$ cat src/rtl/fir_stream_arbiter.sv
`timescale 1ns/1ps
// fir_stream_arbiter
// Packet-level round-robin arbiter that shares one complex FIR between two
// AXI-Stream sources. A source owns the output for one whole packet
// (tlast-delimited). After that packet the output is held idle for
// FLUSH_CYCLES so the FIR tap pipeline can drain. m00_axis_tid tags the
// granted channel. The data path is a zero-latency combinational passthrough.
module fir_stream_arbiter #(
  parameter int C_AXIS_TDATA_WIDTH = 32,
  parameter int FLUSH_CYCLES       = 16,
  parameter int CNT_WIDTH          = 16
) (
  input  logic                              s00_axis_aclk,
  input  logic                              s00_axis_areset,
  // channel 0
  input  logic [C_AXIS_TDATA_WIDTH-1:0]     s00_axis_tdata,
  input  logic [(C_AXIS_TDATA_WIDTH/8)-1:0] s00_axis_tstrb,
  input  logic                              s00_axis_tvalid,
  input  logic                              s00_axis_tlast,
  output logic                              s00_axis_tready,
  // channel 1
  input  logic [C_AXIS_TDATA_WIDTH-1:0]     s01_axis_tdata,
  input  logic [(C_AXIS_TDATA_WIDTH/8)-1:0] s01_axis_tstrb,
  input  logic                              s01_axis_tvalid,
  input  logic                              s01_axis_tlast,
  output logic                              s01_axis_tready,
  // shared output towards the FIR
  output logic [C_AXIS_TDATA_WIDTH-1:0]     m00_axis_tdata,
  output logic [(C_AXIS_TDATA_WIDTH/8)-1:0] m00_axis_tstrb,
  output logic                              m00_axis_tvalid,
  output logic                              m00_axis_tlast,
  output logic                              m00_axis_tid,
  input  logic                              m00_axis_tready,
  // status
  output logic [CNT_WIDTH-1:0]              ch0_pkt_count,
  output logic [CNT_WIDTH-1:0]              ch1_pkt_count,
  output logic                              busy
);

  // Flush counter only needs to hold FLUSH_CYCLES-1; keep at least one bit.
  localparam int FW = (FLUSH_CYCLES > 1) ? $clog2(FLUSH_CYCLES) : 1;

  typedef enum logic [1:0] {
    IDLE   = 2'd0,
    GRANT0 = 2'd1,
    GRANT1 = 2'd2,
    FLUSH  = 2'd3
  } state_t;

  logic          clk;
  logic          srst;

  state_t        state_q, state_d;
  logic          last_grant_q, last_grant_d;
  logic [FW-1:0] flush_cnt_q, flush_cnt_d;

  // pkt_done[x]: the tlast beat of channel x is being accepted this cycle
  logic [1:0]    pkt_done;

  assign clk  = s00_axis_aclk;
  assign srst = s00_axis_areset;

  assign pkt_done[0] = (state_q == GRANT0) & s00_axis_tvalid & m00_axis_tready & s00_axis_tlast;
  assign pkt_done[1] = (state_q == GRANT1) & s01_axis_tvalid & m00_axis_tready & s01_axis_tlast;

  // State, round-robin pointer and flush counter registers
  always_ff @(posedge clk) begin
    if (srst) begin
      state_q      <= IDLE;
      last_grant_q <= 1'b1;   // channel 0 wins the first tie after reset
      flush_cnt_q  <= '0;
    end else begin
      state_q      <= state_d;
      last_grant_q <= last_grant_d;
      flush_cnt_q  <= flush_cnt_d;
    end
  end

  // Next-state logic: arbitrate in IDLE, hold grant until tlast, then drain
  always_comb begin
    state_d      = state_q;
    last_grant_d = last_grant_q;
    flush_cnt_d  = flush_cnt_q;
    unique case (state_q)
      IDLE: begin
        if (s00_axis_tvalid && s01_axis_tvalid) begin
          // tie: the channel that was not served last goes next
          state_d = last_grant_q ? GRANT0 : GRANT1;
        end else if (s00_axis_tvalid) begin
          state_d = GRANT0;
        end else if (s01_axis_tvalid) begin
          state_d = GRANT1;
        end
      end
      GRANT0: begin
        if (pkt_done[0]) begin
          state_d      = FLUSH;
          flush_cnt_d  = FW'(FLUSH_CYCLES - 1);
          last_grant_d = 1'b0;
        end
      end
      GRANT1: begin
        if (pkt_done[1]) begin
          state_d      = FLUSH;
          flush_cnt_d  = FW'(FLUSH_CYCLES - 1);
          last_grant_d = 1'b1;
        end
      end
      FLUSH: begin
        if (flush_cnt_q == '0) begin
          state_d = IDLE;
        end else begin
          flush_cnt_d = flush_cnt_q - FW'(1);
        end
      end
      default: state_d = IDLE;
    endcase
  end

  // Output mux: passthrough for the granted channel, everything quiet otherwise
  always_comb begin
    m00_axis_tdata  = '0;
    m00_axis_tstrb  = '0;
    m00_axis_tvalid = 1'b0;
    m00_axis_tlast  = 1'b0;
    m00_axis_tid    = last_grant_q;
    s00_axis_tready = 1'b0;
    s01_axis_tready = 1'b0;
    unique case (state_q)
      GRANT0: begin
        m00_axis_tdata  = s00_axis_tdata;
        m00_axis_tstrb  = s00_axis_tstrb;
        m00_axis_tvalid = s00_axis_tvalid;
        m00_axis_tlast  = s00_axis_tlast;
        m00_axis_tid    = 1'b0;
        // tready is driven only by the downstream, never by this channel's tvalid
        s00_axis_tready = m00_axis_tready;
      end
      GRANT1: begin
        m00_axis_tdata  = s01_axis_tdata;
        m00_axis_tstrb  = s01_axis_tstrb;
        m00_axis_tvalid = s01_axis_tvalid;
        m00_axis_tlast  = s01_axis_tlast;
        m00_axis_tid    = 1'b1;
        s01_axis_tready = m00_axis_tready;
      end
      default: begin
      end
    endcase
  end

  assign busy = (state_q != IDLE);

  // Per-channel completed-packet counters; they wrap naturally at 2^CNT_WIDTH
  genvar gi;
  generate
    for (gi = 0; gi < 2; gi++) begin : g_cnt
      logic [CNT_WIDTH-1:0] cnt_q, cnt_d;

      // Increment on the accepted tlast beat of this channel
      always_comb begin
        cnt_d = cnt_q;
        if (pkt_done[gi]) begin
          cnt_d = cnt_q + CNT_WIDTH'(1);
        end
      end

      // Counter register
      always_ff @(posedge clk) begin
        if (srst) begin
          cnt_q <= '0;
        end else begin
          cnt_q <= cnt_d;
        end
      end
    end
  endgenerate

  assign ch0_pkt_count = g_cnt[0].cnt_q;
  assign ch1_pkt_count = g_cnt[1].cnt_q;

endmodule

$ cat config.mk
export PLATFORM = sky130hd
export DESIGN_NAME = fir_stream_arbiter
export DESIGN_NICKNAME = d
export VERILOG_FILES = /design/src/rtl/fir_stream_arbiter.sv
export SDC_FILE = /design/constraint.sdc
export NUM_CORES = 1
export LEC_CHECK = 0
export BUFFER_PORTS_ARGS = -buffer_cell sky130_fd_sc_hd__buf_2
export CORE_MARGIN = 2
export CORE_UTILIZATION = 40
export CTS_CLUSTER_DIAMETER = 120
export CTS_CLUSTER_SIZE = 25
export DETAILED_ROUTE_END_ITERATION = 16
export HOLD_SLACK_MARGIN = 0.05
export MAX_ROUTING_LAYER = met4
export PLACE_DENSITY = 0.83
export SYNTH_ARGS = -nofsm -noshare
export SYNTH_HDL_FRONTEND = slang
export SYNTH_SLANG_ARGS = --single-unit
export TNS_END_PERCENT = 5
$ cat constraint.sdc
create_clock -name s00_axis_aclk -period 2.9 [get_ports s00_axis_aclk]
set_clock_uncertainty 0.2 [all_clocks]
set_input_delay 0.29 -clock s00_axis_aclk [delete_from_list [all_inputs] [get_ports s00_axis_aclk]]
set_output_delay 0.29 -clock s00_axis_aclk [all_outputs]
set_load 0.05 [all_outputs]
---- Word level (Yosys, flattened, before mapping) ----
Index checks and enable logic that the tools add are counted.
Widths: inputs -> output; s select.
storage, ports and cells
  bits in registers ....................... 39
  input bits .............................. 79
  logic and storage cells ................. 53
cells by class
  add/sub/neg operators ................... 3
  equal/unequal tests ..................... 8
  mux-type cells .......................... 22
  bitwise logic cells ..................... 6
  reductions and logical operators ........ 9
operator list
  cell                   count
  $pmux 32 s2            1
  $add 16x1->16 const B  2
  $mux 2                 7
  $mux 4                 3
  $pmux 4 s3             1
  $ne 2x2->1 const B     4
  $pmux 1 s2             4
  $pmux 2 s4             1
  $pmux 4 s2             1
  $reduce_and 4->1       2
  $and 1x1->1            6
  $eq 2x2->1 const B     2
  $logic_not 4->1        1
  $mux 1                 4
  $ne 4x4->1 const B     1
  $reduce_bool 2->1      2
  $sub 4x1->4 const B    1
  $reduce_and 3->1       1
  $reduce_bool 3->1      1
  $eq 2x1->1 const B     1
  $logic_not 2->1        1
  $logic_and 1x1->1      1

---- Longest topological paths before layout ----
  depth in word-level cells ............... 6
  mapped depth ............................ 7
  mapped depth without buffers ............ 6

---- Least setup slack after synthesis ----
No wires, ideal clock.
  path kind ............................... reg2out
  from .................................... register state_q[0]
  to ...................................... output m00_axis_tdata[0]
  arrival ................................. 1952 ps
  path slack .............................. 458 ps
  stages on the path, launching flop included .. 7
  buffers on the path ..................... 2
  cells stage by stage .................... dfxtp_1 > inv_1 > ha_1 > and2_1 > clkbuf_1 > buf_1 > a22o_1
on the way
  longest elaborated chain between the ends .. 2
  elaborated cells between the ends (all ways) .. 3
  classes of those cells .................. eq/ne: 2; mux: 1
RTL lines
  what                                      RTL line  text
  start: declaration                        53        state_t state_q, state_d;
  start signal: assignment                  73        state_q <= state_d;
  $eq 2x2->1 or $eq 2x1->1 (tied branches)  129       unique case (state_q)
  $pmux 32 s2 *                             129
  end: declaration                          28        output logic [C_AXIS_TDATA_WIDTH-1:0] m00_axis_tdata,
Every way passes the cells marked *; elsewhere a longest branch is shown, timed or not.

---- Worst setup path after layout ----
  from .................................... register state_q[0]
  to ...................................... output m00_axis_tdata[7]
Same word-level chain as after synthesis.

==> summary.json <==
{
  "timing": {
    "min_period_ns": 2.66,
    "timing.final.max_slew_violations": 0,
    "maxSlewHeadroom": 0.484,
    "finalCritPeriodShare": 0.919,
    "tightest_slew_ns": 0.774,
    "setup_viol": 0,
    "achievable-frequency_mhz": 375,
    "finalWorstSetupSlack_ns": 0.236,
    "rsz0062_at_grt": "false",
    "totalNegativeSetupSlack_ns": 0,
    "final_hold_viol_count": 0
  },
  "route": {
    "antenna_violating_nets_post_route": 0,
    "wl_per_cell_um": 15.0,
    "route.final.wire_length_mm": 7.45,
    "drc": 0,
    "drt_first_iter_violations": 150,
    "via_count_normalized_by_instance_count": 5.54,
    "first_pass_iters": 4,
    "vias": 2752
  },
  "global_routing": {
    "grt_antenna_before_repair": 0,
    "track_usage": 0.241,
    "largest_net_degree_at_the_start_of_global_routing": 45,
    "grt_overflow_total": 0,
    "grt_first_pass_wirelength_mm": 12.0,
    "first_global_vias": 2545
  },
  "yosys": {
    "ys_seq_elements": 39,
    "post-synth-top-area-cell": "sky130_fd_sc_hd__dfxtp_1",
    "synthesis.area_um2": 2340,
    "synthesis.yosys.warnings": 0,
    "postSynthNetCount": 363,
    "yosys-top-cells-area": "sky130_fd_sc_hd__dfxtp_1, sky130_fd_sc_hd__a22o_1, sky130_fd_sc_hd__xnor2_1",
    "syn-mean-instance-area_um2": 8.48,
    "ys_seq_area_frac": 0.334,
    "asyncSetResetFlopFracSynth": 0,
    "synth_cells": 276,
    "synth.top_cell.area_share": 0.334,
    "post_synth_num_cell_types": 43,
    "synth_edf_count": 0,
    "synth.top_cells.by_count": "sky130_fd_sc_hd__a22o_1, sky130_fd_sc_hd__dfxtp_1, sky130_fd_sc_hd__nor2_1",
    "synth-main-ff-cell": "sky130_fd_sc_hd__dfxtp_1"
  },
  "critical_path": {
    "critical-path-max-stage-delay_ns": 0.38,
    "timing.critical_path.slowest_stage_cell": "sky130_fd_sc_hd__ha_1",
    "arr_time_crit_path_ns": 2.17,
    "critical_path_depth": 6,
    "number_of_buffers_and_inverters_on_the_critical_path": 3,
    "worst_r2r_path_depth": 6,
    "cp_cell_sequence": "inv_1, ha_1, and2_1, buf_4, a22o_1, buf_2",
    "timing.setup.critical_path_class": "reg -> out",
    "path_delay_family": "buffers and inverters",
    "cp_data_required_time_ns": 2.41,
    "critical_path_peak_fanout": 38,
    "timing.critical_path.to_type": "output pin",
    "crit_path_start_kind": "flop"
  },
  "clock_network": {
    "htree_num_levels": 2,
    "hold_buffer_count_at_cts": 0,
    "clk_pin_slew_worst_paths_ns": 0.07,
    "numCtsBuffers": 5,
    "cts_setup_buffers": 0,
    "worst_skew_pair.late_latency_ns": 0.29,
    "cts_resized": 0,
    "cts.root.buffer_cell": "sky130_fd_sc_hd__clkbuf_8",
    "max-clock-path-buffers": 2,
    "tritoncts": "done",
    "cts.sink_count": 39
  },
  "floorplanning": {
    "die-area_um2": 6480,
    "core_um2": 5570,
    "placement_rows": 27,
    "die_w_um": 80.5,
    "top_level_ports": 153,
    "die_h_um": 80.5,
    "floorplan.initialDensity": 0.420
  },
  "placed_design": {
    "number_of_placed_instances_with_taps_included": 489,
    "numPortBuffers": 152,
    "hpwl_dp_mm": 5.73,
    "placement.setup.worst_slack_ns": 0.573,
    "globalplace.congestion": 0.897
  },
  "final_layout": {
    "final_net_count": 511,
    "post-route-util": 0.588,
    "final_cell_count_without_fillers": 497,
    "flow.area_growth_from_synthesis_pct": 40.1,
    "final.fill_count": 505,
    "antenna_diode_count": 0,
    "drive_gt1_frac": 0.405
  },
  "worst_hold_path": {
    "hold-path-cell-count": 4,
    "holdCritPathClass": "in -> reg"
  },
  "job": {
    "cap_viol_max_count": 0
  },
  "status": {
    "outcome": "finished, final reports clean"
  },
  "power": {
    "power_density_over_the_cells_nw_per_um2": 748,
    "leakage_nw": 1.56,
    "worst_ir_drop_vdd_mv": 0.674
  }
}
[worst register-to-register path: cells and delay by family (launching register included)]
kind / cells / cell delay (ns)
AO/OA/AOI/OAI: 1 / 0.17
adder cells (fa/ha/maj): 1 / 0.30
AND/OR/NAND/NOR: 3 / 1.08
buffers and inverters: 1 / 0.13
flip-flops: 1 / 0.34
[metal layers]
layer / vias to the layer above / global-route usage / wire, µm
met2: 118 / 0.397 / 3680
met5: - / - / 0
li1: 1343 / - / -
met4: 0 / 0.0831 / 157
met1: 1276 / 0.287 / 3050
met3: 15 / 0.0607 / 558
[cell families after synthesis]
group                    share of synthesized area
XOR/XNOR                                    0.0636
AO/OA/AOI/OAI                                0.262
multiplexers                                0.0139
adder cells (fa/ha/maj)                     0.0428
flip-flops                                   0.334
AND/OR/NAND/NOR                              0.241
buffers and inverters                       0.0433
[stage by stage]
step                      power (W)  hold slack (ns)  instance area [µm²]
after floorplan             0.00167            0.253                 2340
after global placement      0.00196            0.258                 3160
after detailed placement    0.00199            0.273                 3160
after CTS                   0.00246            0.259                 3280
after global routing        0.00258            0.297                 3280
final                       0.00245            0.257                 3280
[layout make-up]
cell class / count / area [µm²] / share of cell area
multi-input combinational: 211 / 1460 / 0.445
inverter: 11 / 41.3 / 0.0126
timing repair buffer: 156 / 791 / 0.241
clock inverter: 2 / 35.0 / 0.0107
sequential: 39 / 781 / 0.238
clock buffer: 6 / 82.6 / 0.0252
tap: 72 / 90.1 / 0.0275
[registers in the layout, summed over array words and instances, names as in the netlist]
register / cells
state_q: 2
flush_cnt_q: 4
ch1_pkt_count: 16
last_grant_q: 1
ch0_pkt_count: 16
[worst paths after layout]
check | endpoint | slack (ns) | start
min | ch1_pkt_count[1]$_SDFFE_PP0P_ | 0.26 | s01_axis_tlast
max | m00_axis_tdata[7] | 0.24 | state_q[0]$_SDFFE_PP0P_
max reg2reg | ch1_pkt_count[9]$_SDFFE_PP0P_ | 0.62 | state_q[0]$_SDFFE_PP0P_
min reg2reg | ch0_pkt_count[15]$_SDFFE_PP0P_ | 0.29 | ch0_pkt_count[15]$_SDFFE_PP0P_
[where the power goes]
| group | internal [W] | switching, W | total, W | leakage [nW] |
|---|---|---|---|---|
| logic | 0.000406 | 0.000960 | 0.00137 | 1.18 |
| clock network | 0.000278 | 0.000192 | 0.000471 | 0.0612 |
| registers | 0.000579 | 0.0000380 | 0.000617 | 0.316 |
[layout by cell type, fill, tap and decap left out, drive strengths merged, types with 5 or more instances in the layout]
cell,count
buf,156
a22o,39
dfxtp,39
nor2,23
a21oi,17
nand3,15
nand2,13
xnor2,12
inv,11
o31ai,9
or4,9
ha,8
nand4,7
o21ai,6
clkbuf,6
or3,6
nor4,5
xor2,5
(Power assumes the default switching activity.)
